File: src/rtl/seg7_pkg.sv
// seg7_pkg: shared scan state, blanking constants and hex glyph table
package seg7_pkg;
  typedef enum logic {ST_ON, ST_GAP} scan_state_t;
  localparam logic [7:0] SEG_BLANK = 8'hFF;
  localparam logic [3:0] AN_OFF = 4'b1111;
  localparam logic [7:0] GLYPH [16] = '{
    8'hC0, 8'hF9, 8'hA4, 8'hB0, 8'h99, 8'h92, 8'h82, 8'hF8,
    8'h80, 8'h90, 8'h88, 8'h83, 8'hC6, 8'hA1, 8'h86, 8'h8E
  };
endpackage

File: src/rtl/seg7_hex_decode.sv
// seg7_hex_decode: nibble plus decimal-point request to active-low segments
module seg7_hex_decode
  import seg7_pkg::*;
(
  input  logic [3:0] i_nibble,
  input  logic       i_dp,
  output logic [7:0] o_seg
);
  assign o_seg = {~i_dp, GLYPH[i_nibble][6:0]};
endmodule

File: src/rtl/seg7_scan_driver.sv
// seg7_scan_driver: 4-digit multiplexed 7-segment scanner with ghosting gap and zero blanking
module seg7_scan_driver
  import seg7_pkg::*;
#(
  parameter int REFRESH_DIV = 100000,
  parameter int GAP_CYCLES = 16
) (
  input  logic        clk,
  input  logic        rst_n,
  input  logic        load,
  input  logic [15:0] value,
  input  logic [3:0]  dp_in,
  input  logic        blank_en,
  output logic [7:0]  segments,
  output logic [3:0]  anodes
);
  localparam int CMAX = REFRESH_DIV > GAP_CYCLES ? REFRESH_DIV : GAP_CYCLES;
  localparam int CW = $clog2(CMAX);
  scan_state_t r_state, w_state_n;
  logic [1:0]    r_idx, w_idx_n, w_nidx;
  logic [CW-1:0] r_cnt, w_cnt_n;
  logic [15:0]   r_val;
  logic [3:0]    r_dp, r_an, w_an_n;
  logic [7:0]    r_seg, w_seg_n, w_glyph;
  logic          w_blank;
  assign w_nidx = r_idx + 2'd1;
  assign w_blank = blank_en && (w_nidx != 2'd0) && ((r_val >> {w_nidx, 2'b00}) == 16'd0);
  seg7_hex_decode u_dec (
    .i_nibble (r_val[4*w_nidx +: 4]),
    .i_dp     (r_dp[w_nidx]),
    .o_seg    (w_glyph)
  );
  // holding registers capture the display word on the load strobe
  always_ff @(posedge clk or negedge rst_n)
    if (!rst_n) begin
      r_val <= '0;
      r_dp <= '0;
    end else if (load) begin
      r_val <= value;
      r_dp <= dp_in;
    end
  // scan state, counters and outputs; outputs change only at slot boundaries
  always_ff @(posedge clk or negedge rst_n)
    if (!rst_n) begin
      r_state <= ST_ON;
      r_idx <= '0;
      r_cnt <= '0;
      r_an <= 4'b1110;
      r_seg <= 8'hC0;
    end else begin
      r_state <= w_state_n;
      r_idx <= w_idx_n;
      r_cnt <= w_cnt_n;
      r_an <= w_an_n;
      r_seg <= w_seg_n;
    end
  // next-state: ON slot ends into an all-off gap, gap end lights the next digit
  always_comb begin
    w_state_n = r_state;
    w_idx_n = r_idx;
    w_cnt_n = r_cnt + 1'b1;
    w_an_n = r_an;
    w_seg_n = r_seg;
    if (r_state == ST_ON) begin
      if (r_cnt == CW'(REFRESH_DIV - 1)) begin
        w_state_n = ST_GAP;
        w_cnt_n = '0;
        w_an_n = AN_OFF;
        w_seg_n = SEG_BLANK;
      end
    end else if (r_cnt == CW'(GAP_CYCLES - 1)) begin
      w_state_n = ST_ON;
      w_cnt_n = '0;
      w_idx_n = w_nidx;
      w_an_n = w_blank ? AN_OFF : ~(4'b0001 << w_nidx);
      w_seg_n = w_blank ? SEG_BLANK : w_glyph;
    end
  end
  assign segments = r_seg;
  assign anodes = r_an;
endmodule
File: config.mk
export PLATFORM = sky130hd
export DESIGN_NAME = seg7_scan_driver
export DESIGN_NICKNAME = d
export VERILOG_FILES = /design/src/rtl/seg7_pkg.sv /design/src/rtl/seg7_hex_decode.sv /design/src/rtl/seg7_scan_driver.sv
export SDC_FILE = /design/constraint.sdc
export NUM_CORES = 1
export LEC_CHECK = 0
export CAP_MARGIN = 20
export CORE_UTILIZATION = 35
export CTS_BUF_LIST = sky130_fd_sc_hd__clkbuf_2
export DETAILED_ROUTE_END_ITERATION = 10
export MAX_ROUTING_LAYER = met4
export PLACE_DENSITY = 0.57
export SLEW_MARGIN = 20
export SYNTH_ARGS = -nofsm -noshare
export SYNTH_HDL_FRONTEND = slang
export SYNTH_SLANG_ARGS = --single-unit
File: constraint.sdc
create_clock -name clk -period 7.8 [get_ports clk]
set_clock_uncertainty 0.1 [all_clocks]
set_input_delay 2.34 -clock clk [delete_from_list [all_inputs] [get_ports clk]]
set_output_delay 2.34 -clock clk [all_outputs]
set_load 0.03 [all_outputs]
; Word level (Yosys, flattened, before mapping)
; Memories as Yosys holds them, arrays and structs flattened.
; Cells that the tools add are included.
[totals]
register_bits = 52
latch_bits = 0
ramBits = 0
rom_bits = 128
input_bits = 24
out_inout_bits = 12
wordCells = 46
n_memories = 1
[classes]
add_sub_neg = 2
n_mul = 0
n_div = 0
n_lt_le_gt_ge = 2
eq_ne = 3
shifts = 3
mux = 18
n_bitwise = 3
n_reduce_logical = 7
[memory_table]
columns = memory, depth, width, rd, rd_ports_with_merged_regs, write_ports, line_no
row1 = (no name shown), 16, 8, 1, 0, 0, seg7_hex_decode.sv:9  ; assign o_seg = {~i_dp, GLYPH[i_nibble][6:0]};
[op_table]
columns = cell, n
row1 = 17-bit two-way mux, 3
row2 = 8-bit two-way mux, 4
row3 = "17-bit by 1-bit adder with 17-bit output, second input constant", 1
row4 = "17-bit == test, second input constant", 1
row5 = "17-bit by 4-bit == test with 1-bit output, second input constant", 1
row6 = 16-bit logical NOT, 1
row7 = 4-bit two-way mux, 4
row8 = 16-bit by 5-bit variable part select with 4-bit output, 1
row9 = 16-bit by 4-bit >> shifter with 16-bit output, 1
row10 = 7-bit two-way mux, 2
row11 = "5-bit >= comparator, second input constant", 1
row12 = 4-bit inverter with 5-bit output, 1
row13 = 1-bit two-way mux, 4
row14 = 4-bit inverter, 1
row15 = 2-bit AND reduction, 2
row16 = 2-bit nonzero test, 2
row17 = "1-bit by 2-bit left shift with 4-bit output, first input constant", 1
row18 = "2-bit by 3-bit < comparator with 1-bit output, second input constant", 1
row19 = "2-bit by 1-bit adder with 2-bit output, second input constant", 1
row20 = 1-bit binary-select mux with 2-bit select, 1
row21 = 1-bit logical AND, 2
row22 = "2-bit by 1-bit != test with 1-bit output, second input constant", 1
row23 = 1-bit inverter, 1

; Longest topological paths before layout
[logic_depth]
ltp_word = 9
depth_mapped = 12
mapped_depth_nobuf = 10

; By module
; A second synthesis with hierarchy kept.
[unflattened]
hier_cells = 235
area_unflattened_um2 = 2708.8
[by_module_without_submodules]
columns = module, instances, cells_each, area_each_um2, seq_area_each_um2
row1 = seg7_scan_driver, 1, 202, 2429.8, 1307.5
row2 = seg7_hex_decode, 1, 33, 279.0, 0.0

; Worst setup path after synthesis
; Ideal clock, no wire load.
[synth_timing]
path_kind = in2reg
startpoint = in load
endpoint = reg r_dp[0]
setup_ns = 0.125
arrival_ns = 3.022
required_ns = 7.575
setup_slack_ns = 4.553
stages = 2
n_path_buf = 1
cell_sequence = clkbuf_1 -> mux2_2
[synth_lines]
columns = element, line_no
row1 = start: declaration, seg7_scan_driver.sv:10  ; input logic load,
row2 = end signal: assignment, seg7_scan_driver.sv:40  ; r_dp <= dp_in;
row3 = end: declaration, seg7_scan_driver.sv:23  ; logic [3:0] r_dp, r_an, w_an_n;
; No word-level cell between the ends.

; Worst setup path in the final report
[layout_timing]
startpoint = reg r_seg[6] (netlist: segments[6])
endpoint = out segments[6]
[layout_lines]
columns = element, line_no
row1 = start: declaration, seg7_scan_driver.sv:24  ; logic [7:0] r_seg, w_seg_n, w_glyph;
row2 = start signal: assignment, seg7_scan_driver.sv:55  ; r_seg <= w_seg_n;
row3 = end: declaration, seg7_scan_driver.sv:14  ; output logic [7:0] segments,
; No word-level cell between the ends.

==> results.toml <==
[worst_hold_path]
hp-class = "reg2reg"

[cts]
ctsHoldBuffers = 0
cts-root-buf = "clkbuf_2"
cts.clk_slew.worst_paths_ns = 0.26
postCtsResizedCells = 0
numCtsBuffers = 5
cts_buffer_depth = 2
clk_latency_ns = 0.43
cts.sinks = 52
postCtsSetupBuffers = 0
cts_tree = "built"
htreeDepth = 2

[yosys]
synthFlopType = "dfrtp_1"
synthCells = 230
syn_area_sq_um = 2610
yosysSeqAreaShare_pct = 50.0
synth_area_leaders = "dfrtp_1 (45%), mux2_2 (9.1%), ha_1 (5.3%)"
syn-mean-instance-area_sq_um = 11.4
synth_edf_count = 0
synth_area_leader_cell = "dfrtp_1"
synth_common_cells = "dfrtp_1 (47), nor2_1 (26), mux2_2 (21)"
synth_top_area_share_pct = 45.0
yosysWarnings = 0
yosysUniqueCellTypes = 39
syn-num-nets = 265
ys_async_sr_fraction_pct = 100
ys_ff_latch = 52
yosysMostFrequentCell = "dfrtp_1"

[floorplan]
io_pins = 36
dieArea_sq_um = 7810
core-area_sq_um = 7210
die_y_microns = 88.4
start_util_pct = 36.2
die_w_microns = 88.4
num_rows = 31

[sta]
slew_violations = 0
slew-limit-headroom_pct = 40.1
timing.final.setup_violations = 0
fmax_ghz = 0.242
finalSetupTns_ns = 0
worst_hold_slack_ns = 0.415
rsz0062_at_grt = "no"
fin_crit_sh_pct = 52.9
max_slew.worst_pin.slew_ns = 0.896
final_hold_viol_count = 0
fin_crit_ns = 4.13

[placement]
dp_cells = 355
dp_hpwl_microns = 3550
io_buffers = 35
placed_area_sq_um = 3030
gp_congestion = 0.814

[worst_setup_path]
cp_max_fo = 2
critPathArrivalTime_ns = 1.69
path_delay_family = "buffers and inverters"
critPathCaptureType = "output pin"
critPathLaunchType = "flop"
crit_type = "reg2out"
worstPathBufferInverterCount = 1
max_stage_delay_ns = 0.66
path_cells = "clkdlybuf4s50_1"
slowest_stage = "clkdlybuf4s50_1"
required_ns = 5.36

[layout]
nNetsFinal = 298
final_area_sq_um = 3100
n_antenna_cell = 0
drive_above_1_share_pct = 17.0
syn_to_final_growth_pct = 18.5
final_cells = 363

[pwr]
power_per_cell_area_nw_per_um2 = 157
leakage_nw = 1.26
vdd_ir_drop_max_v = 0.0000605

[global_route]
grt_first_pass_wirelength_microns = 8360
antenna_found_initial = 0
gr-total-overflow = 0
first_global_vias = 1720
grt_max_degree = 53
grt_usage_pct = 14.3

[route]
drt-initial-drc-count = 75
dr_total_vias = 1731
ant_nets = 0
post-route-drc-count = 0
dr.pass1.iters = 4
routed_wl_microns = 4880
viasPerCell = 4.77
wl_per_cell_microns = 13.4

[run_status]
status = "finished clean"

[run]
cap_violations = 0
==> state kept, by name, indices dropped and copies added, names as in the netlist <==
signal and count:
anodes 4, r_cnt 17, r_dp 4, r_idx 2, r_state 1, r_val 16, segments 8
==> area by class of cell <==
cell class	count	area [sq um]
multi-input cells	157	1200
repair buffers	37	360
flip-flops and latches	52	1310
fillers	741	4120
clock buffers	5	25.0
inverters	10	37.5
well taps	99	124
clock inverters	3	42.5
==> cell families (layout without fill, tap and decap cells) <==
| family | Yosys count | after routing | share of synthesized area, % |
|---|---|---|---|
| AO/OA/AOI/OAI | 28 | 28 | 6.27 |
| XOR/XNOR | 16 | 16 | 5.36 |
| adder cells (fa/ha/maj) | 11 | 11 | 5.27 |
| buffers and inverters | 21 | 55 | 4.02 |
| flip-flops | 52 | 52 | 50.0 |
| multiplexers | 29 | 29 | 14.8 |
| AND/OR/NAND/NOR | 73 | 73 | 14.2 |
==> where the power goes <==
| group | total, mW | internal [mW] | switching [mW] |
|---|---|---|---|
| sequential | 0.289 | 0.281 | 0.00824 |
| combinational | 0.0574 | 0.0317 | 0.0257 |
| clock | 0.139 | 0.0534 | 0.0859 |
==> through the flow <==
stage	setup slack, ns	util (%)	total power [mW]
after floorplan	4.55	-	0.327
after CTS	3.63	42.9	0.494
after global routing	3.59	42.9	0.512
final	3.67	42.9	0.486
after global placement	3.77	42.0	0.351
after detailed placement	3.74	42.0	0.352
==> worst paths after layout <==
kind,start,end,slack (ns),cells past startpoint
worst min register to register,r_cnt[0],r_cnt[0],0.41,1
min in group asynchronous,rst_n,segments[0],1.86,2
max in group asynchronous,rst_n,r_cnt[1],5.30,2
worst max-delay path,segments[6],segments[6],3.67,1
worst max register to register,r_idx[0],anodes[3],4.51,9
worst min-delay path,r_cnt[0],r_cnt[0],0.41,1
==> per-layer routing <==
| metal | share of wire, % | track usage, % | vias up |
|---|---|---|---|
| met3 | 2.7 | 2.80 | 4 |
| met1 | 54 | 20.8 | 824 |
| met4 | 1.2 | 4.40 | 0 |
| met2 | 42 | 19.9 | 26 |
| li1 | - | - | 877 |
| met5 | 0 | - | - |
==> cells in the final DEF, fill, tap and decap left out, drive strengths merged, types with 6 or more instances in the layout <==
| cell | n |
|---|---|
| nand2 | 7 |
| clkdlybuf4s50 | 34 |
| nor4 | 7 |
| a21oi | 16 |
| mux2 | 21 |
| inv | 10 |
| dfrtp | 47 |
| nand3 | 11 |
| xnor2 | 10 |
| nor2 | 26 |
| ha | 11 |
| xor2 | 6 |
No activity file was read; power rests on OpenSTA's default activity.
==> RTL change 1 (same settings) <==
`GAP_CYCLES`: 16 -> 8.
--- a/src/rtl/seg7_scan_driver.sv
+++ b/src/rtl/seg7_scan_driver.sv
@@ -4,5 +4,5 @@
 #(
   parameter int REFRESH_DIV = 100000,
-  parameter int GAP_CYCLES = 16
+  parameter int GAP_CYCLES = 8
 ) (
   input  logic        clk,
Function: same outputs for any inputs over 10 cycles, from zero or initial values and one cycle with rst_n low; that may be too few to reach the edited logic, so the function may still have changed.
==> RTL change 1 against the original RTL <==
Via count grew 2.8%; design area grew 0.28%; worst setup slack lost 18 ps; critical path depth is the same; final cell count shrank 1.9%; area after synthesis grew 1.1%; first-iteration DRC count grew 51%; total power is essentially flat; wire length grew 2.1%; sequential cell count is the same; largest cell class unchanged.
==> RTL change 1: results (changes against the original RTL) <==
Logic synthesis:
- The number of distinct library cells after synthesis is 43 (+10%).
- The net count after synthesis is 259 (-2.3%).
- Ranked by total cell area, the synthesized netlist is headed by sky130_fd_sc_hd__dfrtp_1 45%, sky130_fd_sc_hd__mux2_2 8.5%, sky130_fd_sc_hd__ha_1 5.2%.
- The number of warnings printed during yosys synthesis was 0 (unchanged).
- The part of the Yosys area used for sequential elements is 49.53% (-0.52 points).
- The most used flip-flop cell after synthesis is sky130_fd_sc_hd__dfrtp_1.
- The share of synthesized registers carrying an async set or reset is 100.0% (unchanged).
- Ranked by instance count, the synthesized netlist is headed by 47 x sky130_fd_sc_hd__dfrtp_1, 20 x sky130_fd_sc_hd__mux2_2, 15 x sky130_fd_sc_hd__nor2_1.

Global route:
- The all-layer global routing usage was 14.99% (+0.73 points).
- The global-route wire length before repair is 8811 um (+5.4%).
- The initial antenna violation count is 0 (unchanged).

Place:
- The final weighted congestion in routability-driven placement came to 0.8122 (-0.26%).
- The post-placement cell area is 3038 um^2 (+0.29%).
- The detailed-placement wirelength estimate was 3654 um (+3.0%).

Critical path:
- The largest single stage delay on the critical path is approximately 670 ps.
- The dominant delay contributor by cell family on the critical path is buffers and inverters.
- The endpoint identified for the worst register-to-register timing path is anodes[1]$_DFFE_PN1P_.
- For this design, the slowest cell found on the critical path is sky130_fd_sc_hd__clkdlybuf4s50_1.
- The number of cells traversed by the worst register-to-register path is 9 (unchanged).
- The setup slack of the most critical reg-to-reg path is 4640 ps (+130 ps).
- The data arrival at the endpoint of the critical path is approximately 1700 ps.

Finish:
- The number of inserted diodes was 0 (unchanged).
- The filler cell count is 728 (-1.8%).
- The flip-flop count of the largest register, all copies and words added is 17 (unchanged).
- The number of nets in the finished design is 291 (-2.3%).
- The fraction of final layout cells sized beyond drive strength 1 is 20.23% (+3.2 points).
- The register with the highest flop count is r_cnt.

Routing:
- The detailed-route wire length per cell came to 13.98 um (+4.1%).
- The via count of the routed design was 1779 (+2.8%).
- The number of detailed-route iterations in the first pass is 3 (-1).
- The initial DRC count is 113 (+51%).

Hold path:
- The startpoint of the tightest hold check path is r_cnt[0]$_DFF_PN0_.
- The path class of the lowest-slack min-delay path is flip-flop to flip-flop.
- The end of the worst hold path is r_cnt[0]$_DFF_PN0_.

Power and ir drop:
- The worst IR drop on VDD is 91.19 uV (+51%).
- The leakage power was 1.286 nW (+2.5%).

Clock tree:
- The maximum buffer depth of the clock tree is 2 (unchanged).
- The CTS clock-pin slew for the worst setup and hold paths is 260 ps (about the same).
- The count of H-tree levels built during CTS came to 2 (unchanged).
- The number of CTS-inserted buffers was 5 (unchanged).
- The post-CTS setup buffer count is 0 (unchanged).
- The number of cells upsized or downsized after cts came to 0 (unchanged).
- The later-pin clock latency in the skew report is 440 ps.

Timing:
- The slew at the pin with the worst max-slew slack is 878.0 ps (-18.19 ps).

Status:
- The flow ran to the end, and the final reports show no timing, DRC or antenna violations.
==> RTL change 1: worst max-delay path by stage <==
| stage | from | endpoint | slack (ps) |
|---|---|---|---|
| after global placement | load | r_val[8]$_DFFE_PN0P_ | 3760 |
| after floorplan | load | r_dp[0]$_DFFE_PN0P_ | 4550 |
| after global routing | anodes[2]$_DFFE_PN1P_ | anodes[2] | 3560 |
| final | anodes[3]$_DFFE_PN1P_ | anodes[3] | 3660 |
| after CTS | anodes[2]$_DFFE_PN1P_ | anodes[2] | 3620 |
| after detailed placement | load | r_val[8]$_DFFE_PN0P_ | 3750 |
==> RTL change 1: cell type report <==
| type | instances | area (um^2) | area share, % |
|---|---|---|---|
| Clock buffer | 5 | 25.02 | 0.8058 |
| Inverter | 8 | 30.03 | 0.9670 |
| Sequential cell | 52 | 1308 | 42.10 |
| Clock inverter | 3 | 42.54 | 1.370 |
| Tap cell | 99 | 123.9 | 3.989 |
| Multi-Input combinational cell | 153 | 1224 | 39.40 |
| Timing Repair Buffer | 36 | 352.8 | 11.36 |
==> RTL change 1: cell families after synthesis <==
logic type,share of synthesized area (%)
DFF,49.53
buffers and inverters,4.123
adders and majority gates,5.213
xor gates and xnor gates,5.640
muxes,13.55
and+or+nand+nor,14.46
AOI/OAI and AO/OA,7.488
==> RTL change 1: power by group <==
part           internal (mW)  total [mW]  switching, mW
Clock                 0.0534       0.139         0.0861
Combinational         0.0318      0.0572         0.0254
Sequential             0.281       0.289        0.00797
==> RTL change 1: per-layer routing <==
layer / routed length, um / track usage [%] / vias to the layer above / part of all wire, %
li1: - / - / 871 / -
met1: 2503 / 21.38 / 880 / 50
met2: 2286 / 21.96 / 23 / 46
met3: 135 / 3.172 / 5 / 2.7
met4: 53 / 3.079 / 0 / 1.1
met5: 0 / - / - / 0
==> RTL change 1: through the flow <==
step                      hold WS, ps  utilization, %  instances  worst slack, ps
after floorplan                 328.6               -        224             4553
after global placement          349.0           41.88        348             3764
after detailed placement        363.0           41.88        348             3749
after CTS                       392.1           42.82        356             3623
after global routing            404.9           42.82        356             3563
final                           385.2           42.82        356             3656
==> RTL change 2 (same settings) <==
Without the edit above. Register the output `segments` once more; this adds one clock of latency there. The other outputs are not delayed to match.
--- a/src/rtl/seg7_scan_driver.sv
+++ b/src/rtl/seg7_scan_driver.sv
@@ -77,5 +77,7 @@
     end
   end
-  assign segments = r_seg;
+  always_ff @(posedge clk) begin
+    segments <= r_seg;
+  end
   assign anodes = r_an;
 endmodule
Check against the original RTL: same outputs for any inputs over 10 cycles, from zero or initial values and one cycle with rst_n low; that may be too few to reach the edited logic, so the function may still have changed.
==> RTL change 2 against the original RTL <==
Sequential cell count rose by 8; worst setup slack got worse by 10 ps; sequential power rose by 15%; largest cell class unchanged; wire length rose by 7.3%; worst hold slack got worse by 140 ps; synthesized cell count rose by 5.2%; area after synthesis rose by 9.8%; total power rose by 11%; critical path type unchanged; design area rose by 7.0%.
==> RTL change 2: results (changes against the original RTL) <==
Status:
- The flow ran to the end, and the final reports show no timing, DRC or antenna violations.

Clock tree:
- The later-pin clock latency in the skew report came to 460 ps (+30 ps).
- The count of H-tree levels built during CTS is 3 (+1).
- The CTS clock-pin slew for the worst setup and hold paths is 160 ps (-100 ps).
- The number of CTS-inserted buffers is 9 (+4).

Logic synthesis:
- The part of the Yosys area used for sequential elements came to 51.16% (+1.1 points).
- Counting instances in the post-synthesis netlist gives the leading cell types as 47 x sky130_fd_sc_hd__dfrtp_1, 23 x sky130_fd_sc_hd__nor2_1, 20 x sky130_fd_sc_hd__mux2_2.
- The number of warnings printed during yosys synthesis is 0 (unchanged).
- The net count after synthesis was 277 (+4.5%).
- The number of distinct library cells after synthesis is 42 (+7.7%).
- By area the synthesized netlist is led by sky130_fd_sc_hd__dfrtp_1 41%, sky130_fd_sc_hd__mux2_2 7.8%, sky130_fd_sc_hd__dfxtp_1 5.6%.
- The share of synthesized registers carrying an async set or reset is 86.67% (-13 points).

Global route:
- The global-route wire length before repair is 9039 um (+8.1%).
- The all-layer global routing usage came to 14.14% (-0.12 points).
- The pin count of the biggest net entering global routing was 53 (unchanged).

Critical path:
- The number of cells traversed by the worst register-to-register path is 10 (+1).
- The setup slack of the most critical reg-to-reg path is 4310 ps (-200 ps).
- The origin of the worst setup path is anodes[3]$_DFFE_PN1P_.
- The data arrival at the endpoint of the critical path is approximately 1700 ps.

Routing:
- The final wirelength is 5231 um (+7.3%).
- The via count of the routed design came to 1878 (+8.5%).
- The initial DRC count came to 67 (-11%).

Finish:
- The number of nets in the finished design was 312 (+4.7%).
- The fraction of final layout cells sized beyond drive strength 1 was 18.57% (+1.5 points).
- The filler cell count is 794 (+7.2%).

Timing:
- The headroom to the max-slew limit is 42.77% (+2.7 points).
- The worst hold slack across all endpoints was 273.1 ps (-141.8 ps).

Power and ir drop:
- The worst IR drop on VDD is 79.93 uV (+32%).
- The leakage power is 1.363 nW (+8.6%).

Place:
- The detailed-placement wirelength estimate is 3707 um (+4.4%).
- The final weighted congestion in routability-driven placement is 0.7709 (-5.3%).
- The post-placement setup slack was 3764 ps (+21.22 ps).
- The post-placement cell area is 3244 um^2 (+7.1%).

Hold path:
- The number of cells on the worst hold path is 0 (-1).
- For hold timing, the worst endpoint is segments[5]$_DFF_P_.
[RTL change 2: cell types whose count changed in the layout (fill, tap and decap cells not counted), sizes merged, moves of 3 or more]
| cell | before | now |
|---|---|---|
| dfxtp | 0 | 8 |
| a21oi | 16 | 11 |
| clkbuf | 5 | 10 |
| clkinv | 1 | 4 |
| nor2 | 26 | 23 |
| nor2b | 3 | 0 |
| nor3 | 4 | 7 |
| xor2 | 6 | 9 |
[RTL change 2: final cells by class]
cell class / instances / area, um^2 / area share, %
clock buffers: 10 / 50.05 / 1.511
clock inverters: 4 / 18.77 / 0.5665
inverters: 8 / 30.03 / 0.9063
multi-input cells: 162 / 1266 / 38.22
flip-flops and latches: 60 / 1468 / 44.30
well taps: 102 / 127.6 / 3.852
repair buffers: 36 / 352.8 / 10.65
[RTL change 2: per-layer routing]
layer | wire (um) | up-vias | track usage, %
li1 | - | 922 | -
met1 | 2674 | 908 | 19.03
met2 | 2273 | 40 | 20.12
met3 | 218 | 8 | 4.516
met4 | 64 | 0 | 4.688
met5 | 0 | - | -
[RTL change 2: kinds of logic after synthesis]
family,synth area share [%]
compound gates,6.454
xor+xnor,6.106
fa+ha+maj,4.797
buf+inv,4.710
flops,51.16
mux,13.61
simple gates,13.17
[RTL change 2: worst max path at each step]
stage / cells past startpoint / to / slack (ps)
after detailed placement: 2 / r_val[6]$_DFFE_PN0P_ / 3760
after floorplan: 2 / r_dp[0]$_DFFE_PN0P_ / 4550
after global routing: 1 / anodes[3] / 3560
after global placement: 2 / r_val[14]$_DFFE_PN0P_ / 3750
final: 1 / anodes[3] / 3660
after CTS: 1 / anodes[1] / 3630
[RTL change 2: stage by stage]
step	power [mW]	utilization [%]	std cells
final	0.5385	42.22	382
after global routing	0.5682	42.22	382
after CTS	0.5453	42.22	382
after detailed placement	0.3998	41.34	368
after global placement	0.3985	41.34	368
after floorplan	0.3731	-	242
[RTL change 2: where the power goes]
group	internal [mW]	switching [mW]	leakage, nW
Clock	0.0374	0.108	0.0548
Sequential	0.321	0.00978	0.682
Combinational	0.0351	0.0271	0.626
Total	0.394	0.145	1.36
